### src/rtl/demoman_pkg.sv
`default_nettype none
// ============================================================================
//  Module   : demoman_pkg
//  Brief    : Shared game-state codes, winner codes and small helpers.
//  Revision : 1.0  initial release
// ============================================================================
package demoman_pkg;

   typedef enum logic [2:0] {
      IDLE       = 3'd0,
      COUNTDOWN  = 3'd1,
      FIGHT      = 3'd2,
      KO_HOLD    = 3'd3,
      MATCH_OVER = 3'd4
   } game_state_t;

   localparam logic [1:0] W_NONE = 2'b00;
   localparam logic [1:0] W_P1   = 2'b01;
   localparam logic [1:0] W_P2   = 2'b10;
   localparam logic [1:0] W_DRAW = 2'b11;

   // Larger value wins; a tie (including both at zero) is a draw.
   function automatic logic [1:0] pick_winner(input logic [2:0] a, input logic [2:0] b);
      if (a > b)
         return W_P1;
      else if (b > a)
         return W_P2;
      else
         return W_DRAW;
   endfunction

   function automatic logic [1:0] sat_inc(input logic [1:0] v);
      return (v == 2'd3) ? v : v + 2'd1;
   endfunction

endpackage
`default_nettype wire

### src/rtl/match_controller_sec_timer.sv
`default_nettype none
// ============================================================================
//  Module   : sec_timer
//  Brief    : Frame divider producing a seconds tick, plus a loadable 7-bit
//             seconds down-counter with a zero flag.
//  Revision : 1.0  initial release
// ============================================================================
module sec_timer #(
   parameter int FRAMES_PER_SEC = 60
) (
   input  logic       clk,
   input  logic       rst_n,
   input  logic       i_frame_tick,
   input  logic       i_load,
   input  logic [6:0] i_load_val,
   output logic       o_sec_tick,
   output logic       o_expire,
   output logic       o_zero
);

   localparam int c_CW = (FRAMES_PER_SEC > 1) ? $clog2(FRAMES_PER_SEC) : 1;
   localparam logic [c_CW-1:0] c_LAST = c_CW'(FRAMES_PER_SEC - 1);

   logic [c_CW-1:0] r_frame_cnt;
   logic [6:0]      r_secs;

   assign o_sec_tick = i_frame_tick && (r_frame_cnt == c_LAST);
   // Expire flags the tick that takes the counter from 1 to 0.
   assign o_expire   = o_sec_tick && (r_secs == 7'd1);
   assign o_zero     = (r_secs == 7'd0);

   always_ff @(posedge clk or negedge rst_n) begin
      if (!rst_n) begin
         r_frame_cnt <= '0;
         r_secs      <= 7'd0;
      end else if (i_load) begin
         r_frame_cnt <= '0;
         r_secs      <= i_load_val;
      end else if (i_frame_tick) begin
         if (o_sec_tick) begin
            r_frame_cnt <= '0;
            if (r_secs != 7'd0)
               r_secs <= r_secs - 7'd1;
         end else begin
            r_frame_cnt <= r_frame_cnt + 1'b1;
         end
      end
   end

endmodule
`default_nettype wire

### src/rtl/match_controller.sv
`default_nettype none
// ============================================================================
//  Module   : match_controller
//  Brief    : Round/match sequencer: countdown, fight timer, KO/time-out,
//             win tally, match end and player gating.
//  Revision : 1.0  initial release
// ============================================================================
module match_controller
   import demoman_pkg::*;
#(
   parameter int FRAMES_PER_SEC = 60,
   parameter int COUNTDOWN_SEC  = 3,
   parameter int ROUND_SEC      = 99,
   parameter int KO_HOLD_SEC    = 2,
   parameter int WINS_TO_MATCH  = 2,
   parameter int MAX_ROUNDS     = 5
) (
   input  logic       clk,
   input  logic       rst_n,
   input  logic       frame_tick,
   input  logic       start,
   input  logic [2:0] p1_health,
   input  logic [2:0] p2_health,
   output logic [2:0] game_state,
   output logic       players_active,
   output logic       round_rst,
   output logic [1:0] countdown,
   output logic [6:0] timer_sec,
   output logic [2:0] round_num,
   output logic [1:0] p1_wins,
   output logic [1:0] p2_wins,
   output logic [1:0] round_winner,
   output logic [1:0] match_winner
);

   localparam logic [1:0] c_CD_SEC    = 2'(COUNTDOWN_SEC);
   localparam logic [6:0] c_CD_LOAD   = 7'(COUNTDOWN_SEC);
   localparam logic [6:0] c_ROUND_SEC = 7'(ROUND_SEC);
   localparam logic [6:0] c_KO_LOAD   = 7'(KO_HOLD_SEC);
   localparam logic [1:0] c_WINS      = 2'(WINS_TO_MATCH);
   localparam logic [2:0] c_MAX_RND   = 3'(MAX_ROUNDS);

   game_state_t r_state;
   logic        r_start_d;

   logic        w_start_edge;
   logic        w_ko;
   logic        w_sec_tick;
   logic        w_expire;
   logic        w_sec_zero;
   logic        w_load;
   logic [6:0]  w_load_val;
   logic        w_match_done;
   logic [1:0]  w_round_result;
   logic [1:0]  w_match_result;

   assign w_start_edge   = start & ~r_start_d;
   assign w_ko           = (p1_health == 3'd0) || (p2_health == 3'd0);
   assign w_round_result = pick_winner(p1_health, p2_health);
   assign w_match_result = pick_winner({1'b0, p1_wins}, {1'b0, p2_wins});
   assign w_match_done   = (p1_wins >= c_WINS) || (p2_wins >= c_WINS) ||
                           (round_num >= c_MAX_RND);
   assign game_state     = r_state;

   // The seconds counter is reloaded on every state transition with the
   // duration that the destination state runs for.
   always_comb begin
      w_load     = 1'b0;
      w_load_val = c_CD_LOAD;
      case (r_state)
         IDLE, MATCH_OVER: w_load = w_start_edge;
         COUNTDOWN: begin
            w_load     = w_expire;
            w_load_val = c_ROUND_SEC;
         end
         FIGHT: begin
            w_load     = w_ko | w_expire;
            w_load_val = c_KO_LOAD;
         end
         KO_HOLD:  w_load = w_expire;
         default:  w_load = 1'b0;
      endcase
   end

   sec_timer #(
      .FRAMES_PER_SEC (FRAMES_PER_SEC)
   ) u_sec_timer (
      .clk          (clk),
      .rst_n        (rst_n),
      .i_frame_tick (frame_tick),
      .i_load       (w_load),
      .i_load_val   (w_load_val),
      .o_sec_tick   (w_sec_tick),
      .o_expire     (w_expire),
      .o_zero       (w_sec_zero)
   );

   always_ff @(posedge clk or negedge rst_n) begin
      if (!rst_n) begin
         r_state        <= IDLE;
         r_start_d      <= 1'b0;
         players_active <= 1'b0;
         round_rst      <= 1'b0;
         countdown      <= 2'd0;
         timer_sec      <= c_ROUND_SEC;
         round_num      <= 3'd0;
         p1_wins        <= 2'd0;
         p2_wins        <= 2'd0;
         round_winner   <= W_NONE;
         match_winner   <= W_NONE;
      end else begin
         r_start_d <= start;
         round_rst <= 1'b0;
         case (r_state)
            IDLE: begin
               if (w_start_edge) begin
                  r_state      <= COUNTDOWN;
                  round_rst    <= 1'b1;
                  countdown    <= c_CD_SEC;
                  timer_sec    <= c_ROUND_SEC;
                  round_num    <= 3'd1;
                  p1_wins      <= 2'd0;
                  p2_wins      <= 2'd0;
                  round_winner <= W_NONE;
                  match_winner <= W_NONE;
               end
            end
            COUNTDOWN: begin
               if (w_expire) begin
                  r_state        <= FIGHT;
                  countdown      <= 2'd0;
                  players_active <= 1'b1;
               end else if (w_sec_tick && countdown != 2'd0) begin
                  countdown <= countdown - 2'd1;
               end
            end
            FIGHT: begin
               if (w_sec_tick && !w_sec_zero && timer_sec != 7'd0)
                  timer_sec <= timer_sec - 7'd1;
               // KO and time-out share one judgement: KO'd player has 0 health.
               if (w_ko || w_expire) begin
                  r_state        <= KO_HOLD;
                  players_active <= 1'b0;
                  round_winner   <= w_round_result;
                  case (w_round_result)
                     W_P1:    p1_wins <= sat_inc(p1_wins);
                     W_P2:    p2_wins <= sat_inc(p2_wins);
                     default: ;
                  endcase
               end
            end
            KO_HOLD: begin
               if (w_expire) begin
                  if (w_match_done) begin
                     r_state      <= MATCH_OVER;
                     match_winner <= w_match_result;
                  end else begin
                     r_state   <= COUNTDOWN;
                     round_rst <= 1'b1;
                     countdown <= c_CD_SEC;
                     timer_sec <= c_ROUND_SEC;
                     round_num <= round_num + 3'd1;
                  end
               end
            end
            MATCH_OVER: begin
               if (w_start_edge) begin
                  r_state      <= IDLE;
                  countdown    <= 2'd0;
                  timer_sec    <= c_ROUND_SEC;
                  round_num    <= 3'd0;
                  p1_wins      <= 2'd0;
                  p2_wins      <= 2'd0;
                  round_winner <= W_NONE;
                  match_winner <= W_NONE;
               end
            end
            default: begin
               r_state        <= IDLE;
               players_active <= 1'b0;
            end
         endcase
      end
   end

endmodule
`default_nettype wire
### config.mk
export PLATFORM = sky130hd
export DESIGN_NAME = match_controller
export DESIGN_NICKNAME = d
export VERILOG_FILES = /design/src/rtl/demoman_pkg.sv /design/src/rtl/match_controller_sec_timer.sv /design/src/rtl/match_controller.sv
export SDC_FILE = /design/constraint.sdc
export NUM_CORES = 1
export LEC_CHECK = 0
export ABC_AREA = 1
export BUFFER_PORTS_ARGS = -buffer_cell sky130_fd_sc_hd__buf_2
export CORE_MARGIN = 2
export CORE_UTILIZATION = 58
export DETAILED_ROUTE_END_ITERATION = 7
export PLACE_DENSITY = 0.8
export RECOVER_POWER = 50
export SYNTH_ARGS = -nofsm -noshare
export SYNTH_HDL_FRONTEND = slang
export SYNTH_HIERARCHICAL = 1
export SYNTH_SLANG_ARGS = --single-unit
### constraint.sdc
create_clock -name clk -period 2.9 [get_ports clk]
set_input_delay 0.145 -clock clk [delete_from_list [all_inputs] [get_ports clk]]
set_output_delay 0.145 -clock clk [all_outputs]
set_load 0.005 [all_outputs]
# [After elaboration in Yosys (flattened, before gate mapping)]
# Cells that the tools add are included.
# W data, S select, Z words.
[op_classes] n_lt_le_gt_ge=7 add_sub_neg=7 n_reduce_logical=38 eq_ne=24 bitwise_logic=4 muxes=55
[ops] cell="$mux W7" count=8
[ops] cell="$mux W2" count=17
[ops] cell="$reduce_and A5 Y1" count=5
[ops] cell="$mux W3" count=8
[ops] cell="$ne A2 B2 Y1 const B" count=11
[ops] cell="$pmux W7 S3" count=1
[ops] cell="$mux W6" count=3
[ops] cell="$pmux W2 S2" count=4
[ops] cell="$pmux W3 S5" count=1
[ops] cell="$pmux W7 S2" count=1
[ops] cell="$reduce_bool A7 Y1" count=2
[ops] cell="$sub A7 B1 Y7 const B" count=2
[ops] cell="$reduce_bool A2 Y1" count=6
[ops] cell="$logic_not A3 Y1" count=3
[ops] cell="$pmux W3 S3" count=1
[ops] cell="$reduce_and A3 Y1" count=3
[ops] cell="$pmux W2 S4" count=1
[ops] cell="$eq A7 B1 Y1 const B" count=1
[ops] cell="$logic_not A7 Y1" count=1
[ops] cell="$mux W1" count=7
[ops] cell="$add A6 B1 Y6 const B" count=1
[ops] cell="$eq A2 B2 Y1 const B" count=3
[ops] cell="$eq A3 B2 Y1 const B" count=2
[ops] cell="$eq A6 B6 Y1 const B" count=1
[ops] cell="26 further kinds" count=42
[word_totals] register_bits=39 out_inout_bits=25 input_bits=10

# [Depth between registers and ports, before layout]
[depth] depth_word=7 depth_mapped=20

# [Cells and area by module]
# The synthesis kept the hierarchy.
[by_module_without_submodules] module="match_controller" area_per_inst_um2=1767.9 cells_each=252 n_inst=1
[by_module_without_submodules] module="sec_timer" area_per_inst_um2=869.6 cells_each=127 n_inst=1

# [Least setup slack after synthesis]
# OpenSTA, ideal clock, no wires.
[synth_timing] path_kind="register to register" startpoint="reg u_sec_timer.r_frame_cnt[0]" endpoint="reg u_sec_timer.r_frame_cnt[4]" path_stages_with_launch=21 path_slack_ns=0.811 arrival_ns=1.970 cell_sequence="dfrtp_1 > ha_1 > nand2_1 > inv_1 > nand2_1 > nor2_4 > inv_1 > nor2_1 > inv_1 > nand3_1 > nand2_1 > nand3_1 > buf_4 > nor2_1 > inv_1 > nand2_1 > nor2_1 > nand2_1 > nand2_1 > nand2_1 > nor2_1"
[synth_via] elab_chain_len=6 word_cells_on_any_way=10 classes_between="add/sub: 1; eq/ne: 1; mux: 4; bitwise: 1; reduce/logical: 3"
[synth_lines] item="from (decl)" line_no="match_controller_sec_timer.sv:24" text="logic [c_CW-1:0] r_frame_cnt;"
[synth_lines] item="from (signal assigned)" line_no="match_controller_sec_timer.sv:45" text="r_frame_cnt <= r_frame_cnt + 1'b1;"
[synth_lines] item="$eq A6 B6 Y1 *" line_no="match_controller_sec_timer.sv:27" text="assign o_sec_tick = i_frame_tick && (r_frame_cnt == c_LAST);"
[synth_lines] item="$logic_and A1 B1 Y1 *" line_no="match_controller_sec_timer.sv:27"
[synth_lines] item="net w_sec_tick" line_no="match_controller.sv:48" text="logic w_sec_tick;"
[synth_lines] item="$logic_and A1 B1 Y1 *" line_no="match_controller_sec_timer.sv:29" text="assign o_expire = o_sec_tick && (r_secs == 7'd1);"
[synth_lines] item="net w_expire" line_no="match_controller.sv:49" text="logic w_expire;"
[synth_lines] item="$or A1 B1 Y1" line_no="match_controller.sv:77" text="w_load = w_ko | w_expire;"
[synth_lines] item="$pmux W1 S3 *" line_no="match_controller.sv:70" text="case (r_state)"
[synth_lines] item="net w_load" line_no="match_controller.sv:51" text="logic w_load;"
[synth_lines] item="$mux W6 / $reduce_bool A2 Y1 (equally long branches)"
# Mark *: on every way through the listed nets, which the timed path passes. The rest lies on a longest branch. The select of a mux whose other input is x is not followed.
# A chain may end at the register's enable or synchronous reset.

# [Worst setup path after layout]
[layout_timing] startpoint="reg u_sec_timer.r_frame_cnt[0]" endpoint="reg u_sec_timer.r_secs[4]"
[layout_via] elab_chain_len=7 word_cells_on_any_way=10 classes_between="eq/ne: 1; mux: 2; bitwise: 1; reduce/logical: 6"
[layout_lines] item="$eq A6 B6 Y1 *" line_no="match_controller_sec_timer.sv:27"
[layout_lines] item="$logic_and A1 B1 Y1 *" line_no="match_controller_sec_timer.sv:27"
[layout_lines] item="net w_sec_tick" line_no="match_controller.sv:48"
[layout_lines] item="$logic_and A1 B1 Y1 *" line_no="match_controller_sec_timer.sv:29"
[layout_lines] item="net w_expire" line_no="match_controller.sv:49"
[layout_lines] item="$or A1 B1 Y1" line_no="match_controller.sv:77"
[layout_lines] item="$pmux W1 S3 *" line_no="match_controller.sv:70"
[layout_lines] item="net w_load" line_no="match_controller.sv:51"
[layout_lines] item="$reduce_bool A2 Y1 (no source line)"
[layout_lines] item="$reduce_and A3 Y1 (no source line)"
[layout_lines] item="to (signal assigned)" line_no="match_controller_sec_timer.sv:38" text="r_secs <= i_load_val;"
[layout_lines] item="to (signal assigned)" line_no="match_controller_sec_timer.sv:43" text="r_secs <= r_secs - 7'd1;"
[layout_lines] item="to (decl)" line_no="match_controller_sec_timer.sv:25" text="logic [6:0] r_secs;"
# Mark *: on every way through the listed nets, which the timed path passes. The rest lies on a longest branch.

==> impl_results.md <==
- Initial Util: 60.57%
- Final period util: 90.67%
- Cells after synthesis: 379
- Critical Path AT: 2.82 ns
- Yosys cell types: 26
- Num rows: 24
- Antenna violations before repair: 0
- Critical Path RT: 3.09 ns
- Ports: 35
- ANT nets after route: 0
- Post-CTS Setup Inserts: 0
- Slew Viols, Final: 40
- Post-synth top cells: nand2_1 (116), inv_1 (49), nor2_1 (43)
- Outcome: finished, violations left
- Vias: 2480
- Number of flops mapped to enable cells by yosys: 0
- Nets: 449
- CTS tree: yes
- Buffers on Ports: 34
- Worst setup margin: 0.2706 ns
- Critical path startpoint category: flip-flop
- Critical Path End Type: flip-flop
- Achievable frequency: 380.3 MHz
- Post-DP Area: 0.002863 mm2
- Power Dens Cells: 1089 mW/mm2
- Post-CTS Resized: 0
- CP max-delay cell: dfrtp_1
- Most common cell in the netlist: nand2_1
- Endpoints failing hold: 0
- Util after Layout: 68.07%
- DIE AREA: 0.005103 mm2
- Dpl hpwl: 4244 um
- Global-route wire length before repair: 9770 um
- Share of cells above drive strength 1: 12.80%
- Syn. warnings: 6
- Finished Cell Area: 0.002964 mm2
- Routability Congestion: 0.8698
- Largest cells by area after synthesis: dfrtp_1 (33%), nand2_1 (17%), ha_1 (8.5%), nand3_1 (8.0%), inv_1 (7.0%)
- Clock sink count: 39
- Pre-CTS setup slack: 0.3195 ns
- Largest net degree at the start of global routing: 40
- Ys async rst share: 100.0%
- Initial DRC Count: 157
- Crit path max fanout: 15
- DRT Wirelength: 5606 um
- Syn Std Cell Area: 0.002638 mm2
- Share of the synthesized area in the top cell type: 33.21%
- Ant. Diodes: 0
- Final min period: 2.629 ns
- Clock transition at path regs: 0.08 ns
- Bufs on Longest Clock Path: 2
- Rel. slew slack: -35.95%
- Hold Path Class: in2reg
- Yosys top cell by area: dfrtp_1
- Root buf cell: clkbuf_8
- Sequential fraction of the synthesis area: 37.19%
- Drt wl/cell: 11.83 um
- Top_reg_cell synth: dfrtp_1
- Die H: 71.44 um
- Die W: 71.44 um
- Vias in the first global route: 2297
- Sum of negative setup slack: 0 ns
- Max incr delay on CP: 0.37 ns
- Critical-path cell list: ha_1 > nand2_1 > inv_1 > nand2_1 > nor2_4 > inv_1 > nor2_1 > inv_1 > nand3_1 > nand2_1 > nand3_1 > inv_1 > or2_2 > nand3_1 > nand2_1
- Hold Path Stages: 3
- TritonRoute pass-1 iters: 4
- Num CTS Buffers: 5
- Core region area: 0.004354 mm2
- Max cap viols: 1
- Setup-failing EPs final: 0
- Failing checks: max-capacitance violations, max-slew violations
- Htree depth: 2
- Unrepaired setup endpoints after global routing: false
- Tightest Pin Transition: 2.039 ns
- Clk_lat worst skew: 0.30 ns
- Vias per Instance: 5.232
- Area Overhead vs Synth: 12.38%
- Clock skew: 0.006169 ns
- Grt total ovfl: 0
- Peak VDD IR: 0.6337 mV
- Leak Pwr: 0.001639 uW
- DRC viols: 0
- Seq cells post-synth: 39
- Critical path class: reg2reg
- GR Util All Layers: 23.75%
- Syn_area_per_cell: 6.959 um2
- Worst r2r path cells: 15
[final cells by class]
cell class / count / area, um2
flip-flops and latches: 39 / 980.9
fillers: 381 / 1390
repair buffers: 37 / 187.7
inverters: 53 / 198.9
well taps: 52 / 65.06
clock inverters: 1 / 5.005
multi-input cells: 285 / 1440
clock buffers: 7 / 86.33
[where the power goes]
group / total [uW] / leakage (uW) / internal, uW / switching (uW)
Clock: 382 / 0.0000482 / 192 / 190
Combinational: 1800 / 0.00110 / 666 / 1140
Sequential: 1040 / 0.000490 / 797 / 246
Total: 3230 / 0.00164 / 1660 / 1570
[final timing paths]
check                      slack [ns]                       start                          to
setup / recovery                 0.27  u_sec_timer/r_frame_cnt[0]       u_sec_timer/r_secs[4]
hold / removal                   0.13                  frame_tick  u_sec_timer/r_frame_cnt[1]
setup reg to reg                 0.27  u_sec_timer/r_frame_cnt[0]       u_sec_timer/r_secs[4]
hold reg to reg                  0.50             match_winner[1]             match_winner[1]
max in group asynchronous        0.76                       rst_n       u_sec_timer/r_secs[6]
min in group asynchronous        0.96                       rst_n       u_sec_timer/r_secs[3]
[through the flow]
stage,hold slack [ns],total power [uW],std cells
final,0.1331,3229,474
after global routing,0.1487,3591,474
after CTS,0.1305,3261,474
after detailed placement,0.2709,2864,464
after global placement,0.2715,2808,464
after floorplan,-0.1506,2390,381
[placed cells by master (no fill, tap or decap)]
| master | instances |
|---|---|
| nor2_4 | 3 |
| conb_1 | 4 |
| o21ai_0 | 16 |
| buf_2 | 26 |
| dfrtp_1 | 35 |
| nor2_1 | 43 |
| inv_2 | 4 |
| nor2_2 | 3 |
| nor3_1 | 3 |
| buf_4 | 1 |
| and2_1 | 1 |
| nand3_2 | 3 |
| nand3_1 | 42 |
| nand2_2 | 2 |
| o21bai_1 | 1 |
| nand2_4 | 1 |
| dlygate4sd3_1 | 2 |
| nand4_1 | 13 |
| nor3_2 | 1 |
| clkbuf_8 | 6 |
| dfstp_1 | 4 |
| o21ai_1 | 4 |
| ha_1 | 18 |
| or2_2 | 3 |
| xnor2_1 | 2 |
| inv_1 | 49 |
| clkinv_2 | 1 |
| a21oi_1 | 6 |
| nand2_1 | 116 |
| clkbuf_1 | 9 |
[flip-flops by register name, indices dropped and copies added (netlist names)]
register and flops:
p1_wins 2, players_active 1, u_sec_timer/r_secs 7, game_state 3, match_winner 2, r_start_d 1
round_num 3, round_winner 2, u_sec_timer/r_frame_cnt 6, p2_wins 2, timer_sec 7, round_rst 1
countdown 2
[worst max-delay path: cells and delay by family (launching register included)]
kind,cells,cell delay [ns]
simple gates,10,1.40
buf+inv,4,0.55
flops,1,0.37
fa+ha+maj,1,0.19
[layer usage]
metal	part of all wire, %	wire, um	vias up	global-route usage, %
met5	0	0	-	0
met4	1.7	93	0	8.595
met3	4.8	267	10	4.360
met2	47	2653	65	39.61
met1	46	2591	1122	30.99
li1	-	-	1283	-
[kinds of logic (layout without fill, tap and decap cells)]
logic type                 count (synthesis)  in the layout  synth area share [%]
AOI/OAI and AO/OA                         27             27                 5.219
and+or+nand+nor                          234            234                 39.61
buffers and inverters                     57             98                 8.491
adders and majority gates                 18             18                 8.539
xor gates and xnor gates                   2              2                0.6643
DFF                                       39             39                 37.19
other                                      2              4                0.2847
[timing repair]
item	4_1_cts	5_1_grt
endpoints found under the hold margin	36	0
hold buffers	2	0
endpoints found under the setup margin	0	0
Power figures use the tool's default switching activity.
